`src/rtl/reset_controller_pkg.sv`:
```
// ResetControllerTypes: shared types and constants for the reset controller.
// It holds the sequencer state encoding, the bit positions within resetCause,
// and a small max helper used to size the shared timer.
package ResetControllerTypes;

  // Sequencer states:
  //   Hold    - all domains are held in reset
  //   Release - domains are being let go one by one
  //   Idle    - every domain is out of reset
  typedef enum logic [1:0] {
    Hold    = 2'd0,
    Release = 2'd1,
    Idle    = 2'd2
  } state_e;

  // Bit positions within resetCause.
  localparam int CausePor   = 3;
  localparam int CauseExt   = 2;
  localparam int CauseWdt   = 1;
  localparam int CauseSoft  = 0;
  localparam int CauseWidth = 4;

  // Cause value reported after a power-on reset.
  localparam logic [CauseWidth-1:0] CausePorOnly = 4'b1000;

  // Larger of two integers, for sizing the timer at elaboration.
  function automatic int max_int(input int a, input int b);
    return (a > b) ? a : b;
  endfunction

endpackage

```
`src/rtl/reset_controller_timer.sv`:
```
// ResetTimer: a loadable down-counter that stops at zero.
// It is shared by the hold phase and the stagger gaps of the reset sequencer.
module ResetTimer #(
  parameter int               Width    = 4,
  parameter logic [Width-1:0] ResetVal = '0
) (
  input  logic             clk,
  input  logic             rst,
  input  logic             i_load,
  input  logic [Width-1:0] i_load_val,
  output logic             o_zero
);

  logic [Width-1:0] r_count;

  // A load takes priority. Otherwise the count steps down and then stays at zero.
  always_ff @(posedge clk or posedge rst) begin
    if (rst) begin
      r_count <= ResetVal;
    end else if (i_load) begin
      r_count <= i_load_val;
    end else if (r_count != '0) begin
      r_count <= r_count - 1'b1;
    end
  end

  assign o_zero = (r_count == '0);

endmodule

```
`src/rtl/reset_controller.sv`:
```
// reset_controller: a staggered multi-domain reset sequencer.
// Domains are held in reset for HoldCycle edges, then released in ascending
// index order with StaggerCycle edges between them.
// Optional macro RESET_CONTROLLER_ACK_EN: when it is defined, domain i+1 is
// released only once domainReady[i] is seen high.
module reset_controller
  import ResetControllerTypes::*;
#(
  parameter int NumDomain    = 3,
  parameter int HoldCycle    = 16,
  parameter int StaggerCycle = 4
) (
  input  logic                  clk,
  input  logic                  rst,
  input  logic                  extRstReq,
  input  logic                  wdtRstReq,
  input  logic                  softRstReq,
  input  logic [NumDomain-1:0]  domainReady,
  output logic [NumDomain-1:0]  rstOut,
  output logic                  busy,
  output logic [CauseWidth-1:0] resetCause
);

  localparam int CntW = $clog2(max_int(HoldCycle, StaggerCycle) + 1);
  localparam int IdxW = (NumDomain > 1) ? $clog2(NumDomain) : 1;

  // The timer is loaded with N-1. It passes zero on the Nth edge after the
  // load, and that edge performs the release.
  localparam logic [CntW-1:0] HoldLoad    = CntW'(HoldCycle - 1);
  localparam logic [CntW-1:0] StaggerLoad = CntW'(StaggerCycle - 1);
  localparam logic [IdxW-1:0] LastIdx     = IdxW'(NumDomain - 1);

  state_e                r_state;
  state_e                w_state_next;
  logic [NumDomain-1:0]  r_rst_out;
  logic [NumDomain-1:0]  w_rst_out_next;
  logic [CauseWidth-1:0] r_cause;
  logic [CauseWidth-1:0] w_cause_next;
  logic [IdxW-1:0]       r_idx;        // index of the most recently released domain
  logic [IdxW-1:0]       w_idx_next;
  logic [IdxW-1:0]       w_idx_inc;
  logic [CauseWidth-1:0] w_req_bits;
  logic                  w_req_any;
  logic                  w_load;
  logic [CntW-1:0]       w_load_val;
  logic                  w_zero;
  logic                  w_ack_ok;

  ResetTimer #(
    .Width    (CntW),
    .ResetVal (HoldLoad)
  ) u_timer (
    .clk        (clk),
    .rst        (rst),
    .i_load     (w_load),
    .i_load_val (w_load_val),
    .o_zero     (w_zero)
  );

`ifdef RESET_CONTROLLER_ACK_EN
  // The next domain may leave reset only after the previous one reports ready.
  assign w_ack_ok = domainReady[r_idx];
`else
  // Releases are purely timed, so the ready inputs have no effect.
  logic w_unused_ready;
  assign w_unused_ready = ^domainReady;
  assign w_ack_ok       = 1'b1;
`endif

  // Gather the request inputs into cause-bit positions.
  always_comb begin
    w_req_bits            = '0;
    w_req_bits[CauseExt]  = extRstReq;
    w_req_bits[CauseWdt]  = wdtRstReq;
    w_req_bits[CauseSoft] = softRstReq;
  end

  assign w_req_any = extRstReq | wdtRstReq | softRstReq;
  assign w_idx_inc = r_idx + 1'b1;

  // Next-state logic. Any request restarts the sequence from Hold. Otherwise
  // the timer's zero flag advances Hold -> Release -> Idle.
  always_comb begin
    w_state_next   = r_state;
    w_rst_out_next = r_rst_out;
    w_cause_next   = r_cause;
    w_idx_next     = r_idx;
    w_load         = 1'b0;
    w_load_val     = HoldLoad;

    if (w_req_any) begin
      w_state_next   = Hold;
      w_rst_out_next = '1;
      w_idx_next     = '0;
      w_load         = 1'b1;
      w_load_val     = HoldLoad;
      // A fresh sequence reports only the new cause. A restart keeps the
      // earlier causes, so no reason is lost.
      w_cause_next   = (r_state == Idle) ? w_req_bits : (r_cause | w_req_bits);
    end else begin
      unique case (r_state)
        Hold: begin
          if (w_zero) begin
            w_rst_out_next[0] = 1'b0;
            w_idx_next        = '0;
            if (NumDomain == 1) begin
              w_state_next = Idle;
            end else begin
              w_state_next = Release;
              w_load       = 1'b1;
              w_load_val   = StaggerLoad;
            end
          end
        end
        Release: begin
          if (w_zero && w_ack_ok) begin
            w_rst_out_next[w_idx_inc] = 1'b0;
            w_idx_next                = w_idx_inc;
            if (w_idx_inc == LastIdx) begin
              w_state_next = Idle;
            end else begin
              w_load     = 1'b1;
              w_load_val = StaggerLoad;
            end
          end
        end
        Idle: begin
          w_rst_out_next = '0;
        end
        default: begin
          w_state_next   = Hold;
          w_rst_out_next = '1;
          w_load         = 1'b1;
          w_load_val     = HoldLoad;
        end
      endcase
    end
  end

  // State and output registers. rst forces a full power-on reset at once,
  // without waiting for a clock edge.
  always_ff @(posedge clk or posedge rst) begin
    if (rst) begin
      r_state   <= Hold;
      r_rst_out <= '1;
      r_cause   <= CausePorOnly;
      r_idx     <= '0;
    end else begin
      r_state   <= w_state_next;
      r_rst_out <= w_rst_out_next;
      r_cause   <= w_cause_next;
      r_idx     <= w_idx_next;
    end
  end

  assign rstOut     = r_rst_out;
  assign busy       = |r_rst_out;
  assign resetCause = r_cause;

endmodule

```
`config.mk`:
```
export PLATFORM = sky130hd
export DESIGN_NAME = reset_controller
export DESIGN_NICKNAME = d
export VERILOG_FILES = /design/src/rtl/reset_controller_pkg.sv /design/src/rtl/reset_controller_timer.sv /design/src/rtl/reset_controller.sv
export SDC_FILE = /design/constraint.sdc
export NUM_CORES = 1
export LEC_CHECK = 0
export ABC_AREA = 1
export CELL_PAD_IN_SITES_DETAIL_PLACEMENT = 1
export CELL_PAD_IN_SITES_GLOBAL_PLACEMENT = 1
export CORE_MARGIN = 3
export CORE_UTILIZATION = 40
export CTS_BUF_LIST = sky130_fd_sc_hd__clkbuf_8 sky130_fd_sc_hd__clkbuf_16
export DETAILED_ROUTE_END_ITERATION = 6
export PLACE_DENSITY = 0.82
export REMOVE_ABC_BUFFERS = 1
export SETUP_SLACK_MARGIN = 0.2
export SYNTH_ARGS = -nofsm -noshare
export SYNTH_HDL_FRONTEND = slang
export SYNTH_SLANG_ARGS = --single-unit
```
`constraint.sdc`:
```
create_clock -name clk -period 3.1 [get_ports clk]
set_input_delay 0.465 -clock clk [delete_from_list [all_inputs] [get_ports clk]]
set_output_delay 0.465 -clock clk [all_outputs]
set_load 0.01 [all_outputs]
```
==> summary by stage <==
Setup path
The largest individual stage delay along the critical path comes from the cell dfstp_2. The reg2reg setup slack is 1560 ps. For the worst setup path, the data required time is 2630 ps. The peak fanout along the critical path is 3. The critical path starts at rstOut[1]$_DFFE_PP1P_. The worst setup path category is flip-flop to output port.

The source of the worst register-to-register timing path is u_timer.r_count[0]$_DFFE_PP1P_. STA classifies the critical path startpoint as a flip-flop. The data arrival time at the worst-slack endpoint is 1400 ps.

The endpoint identified for the worst register-to-register timing path is u_timer.r_count[1]$_DFFE_PP1P_. The critical path goes through nor2_1, nand2_1, clkdlybuf4s50_1. The worst setup path is captured at an output port. For the worst flop-to-flop path, the logic depth is 7. The stage delay of the slowest cell on the critical path is 540 ps.

Clock network
The clock root buffer is clkbuf_8. The number of hold buffers added after CTS was 0. Once the clock tree was built, the setup fixing pass inserted 0 buffers.

The insertion delay of the later-clocked pin in the worst-skew pair is 250 ps. After clock tree synthesis, the clock-pin slew on the worst setup and hold paths is 70 ps. The CTS tree is done. In this run, CTS created clock tree buffers numbering 3. The clock net sink count is 16. The clock passes through at most 2 buffers. The H-tree depth reported by CTS is 1. The number of instances resized during post-cts repair is 0.

Run status
The run finished with clean final reports.

Synthesis
The fraction of registers with async set/reset is 100%. The leading cell type by number of instances after synthesis is nand2_1. The number of register bits inferred by synthesis is 16.

The mean post-synth cell area is 8.28 um2. The cell count after synthesis is 104. In this run, synthesis inferred 0 flip-flops with an integrated enable. The synthesized design spends more area on one cell type than any other, namely dfstp_2. The yosys synthesis warning count is 0. In the synthesized netlist, the cells that appear most often are nand2_1, inv_1, o21ai_0, dfrtp_1, dfstp_2.

The prevailing post-synth register cell is dfstp_2. The proportion of netlist area held by the largest area contributor is approximately 24%. The number of different library cells used by synthesis comes to 22. Ranked by total cell area, the synthesized netlist is headed by dfstp_2, dfrtp_1, nand2_1. The mapped netlist covers 861 um2. For this run, the register share of the synthesized area comes to 47.7%.

Finish
In the final layout, the share of cells above drive strength 1 is 17.6%. The count of nets after finishing is between 100 and 150. In the final layout, the multi-input gates occupy 372 um2. The filler cells instantiated in the layout total 253.

The number of antenna diodes in the final layout is 0. From synthesis to final layout, the design area changed by 22.2%. The sequential cell area is 410 um2.

Place
Port buffering added 12 buffers. At the end of routability-driven placement, the weighted congestion stood at around 0.79. Summed over all nets, the half-perimeter wirelength after detailed placement is 1.44 mm.

Drt
The first-pass detailed-route iteration total is 2. The average vias per placed instance is a little under 5. The total via count after detailed routing is 720.

Wires add up to 1.87 mm. In this run the remaining antenna-violating nets after routing total 0. In this run, the number of DRC markers left after iteration 0 of detailed routing was 2. For this run, design rule violations remaining after detail routing come to 0.

The detail-routed net length per standard cell is 12.8 um.

Timing
The count of endpoints failing hold in the final timing report is 0. Setup violations remaining at the end of the flow were counted as 0. For this run, the top clock speed supported by timing is 535 MHz. The final total negative setup slack is 0 ps.

For the pin with the worst max-slew slack, the measured transition is 601 ps. Headroom to the max-slew limit came out at 59.9%. Setup repair after global routing left no endpoint under its margin.

The worst path uses 60.3% of the clock period. Clock skew on the completed layout was measured at 8.18 ps. The final number of max-transition violations was 0. The worst path needs 1870 ps of the cycle, external delays included.

GRT
The maximum number of pins on one net before global-route repair is 17. Global routing finished with a remaining overflow of 0. Global routing consumed, over all layers together, between 10% and 20% of the routing resources. The number of antenna violations at the first check in global routing is 0.

The via count of the first global-routing pass is around 750. The global-route wire length before repair is 3.28 mm.

Power and ir drop
The static power due to leakage is 0.499 nW. After layout, the design draws a total of 0.000409 W. The worst ir drop on vdd is 239 uV.

The total power divided by cell area is roughly 400 nW/um2.

Min path
Along the worst hold path, the cell count comes to 1. The endpoint of the worst hold-timing path is resetCause[3]$_DFFE_PP1P_. The tightest min-delay check is of the flip-flop to flip-flop type. The critical hold path startpoint is resetCause[3]$_DFFE_PP1P_.

Die
The floorplan step set the die width to 52.4 um. During I/O placement, the number of pins put on the boundary was 16. The area enclosed by the die boundary is 2740 um2. The die is 52.4 um tall. The region available for standard cell placement spans 2000 um2. The initial utilization of the core area, before any placement, comes to 43.0%.

The initialized floorplan defines 16 standard-cell rows.

Flow run
Max-cap violations in this run came to 0.
cell families after synthesis:
kind of cell,after synthesis,share of synthesized area (%)
simple gates,46,24.9
flops,16,47.7
compound gates,15,9.30
xor+xnor,2,2.04
buf+inv,20,9.16
fa+ha+maj,4,5.81
mux,1,1.16
flip-flops by register name, indices dropped and copies added, names as in the netlist:
register / cells
rstOut: 3
u_timer.r_count: 5
r_state: 2
resetCause: 4
r_idx: 2
final cells by class:
class | count | share of cell area, %
clock buffers | 3 | 3.92
repair buffers | 12 | 11.4
flip-flops and latches | 16 | 39.0
multi-input cells | 68 | 35.3
well taps | 27 | 3.21
clock inverters | 1 | 0.357
inverters | 19 | 6.78
critical path: cells and delay by family (launching register included):
family        cells  cell delay (ps)
buf+inv           1              520
flops             1              540
simple gates      2              100
cells in the final DEF, fill, tap and decap left out:
cell,synthesis,layout
nand2_1,27,27
inv_1,16,17
o21ai_0,10,10
dfstp_2,8,8
nand2_2,2,2
nand3_2,2,2
dfrtp_1,8,8
xor2_1,1,1
nand2_4,1,1
nand3_1,5,5
o21a_1,1,1
xnor2_1,1,1
clkbuf_8,0,3
a21oi_1,2,2
o22ai_1,2,2
nor2_1,5,5
inv_2,3,3
clkdlybuf4s50_1,0,12
or2_1,1,1
nand4_1,1,1
nor2_2,2,2
ha_1,4,4
mux2i_1,1,1
metrics by stage:
step / instances / area (um2) / setup slack, ps / utilization, % / hold slack, ps
4_1_cts: 146 / 1050 / 1220 / 52.6 / 466
5_1_grt: 146 / 1050 / 1180 / 52.6 / 478
3_5_place_dp: 142 / 1010 / 1220 / 50.3 / 455
6_report: 146 / 1050 / 1230 / 52.6 / 460
3_3_place_gp: 142 / 1010 / 1290 / 50.3 / 447
2_1_floorplan: 103 / 853 / 1700 / - / 373
where the power goes:
part	switching (W)	total [W]	internal, W
Combinational	0.0000196	0.0000324	0.0000128
Sequential	0.00000365	0.000218	0.000215
Clock	0.0000705	0.000158	0.0000876
Total	0.0000937	0.000409	0.000315
layer usage:
metal	track usage, %	part of all wire, %	up-vias	wire, um
met5	0	0	-	0
met4	6.38	0.96	0	18
met3	2.85	2.6	2	48
met2	28.9	49	14	912
met1	19.2	48	352	888
li1	-	-	352	-
how the worst max path moves through the flow:
stage                                endpoint  cells past startpoint
3_3_place_gp             r_idx[0]$_DFFE_PP0P_                      6
5_1_grt                                  busy                      3
6_report                                 busy                      3
3_5_place_dp           r_state[0]$_DFFE_PP0P_                      8
4_1_cts                                  busy                      3
2_1_floorplan  u_timer.r_count[1]$_DFFE_PP1P_                      7
(Power assumes the default switching activity.)
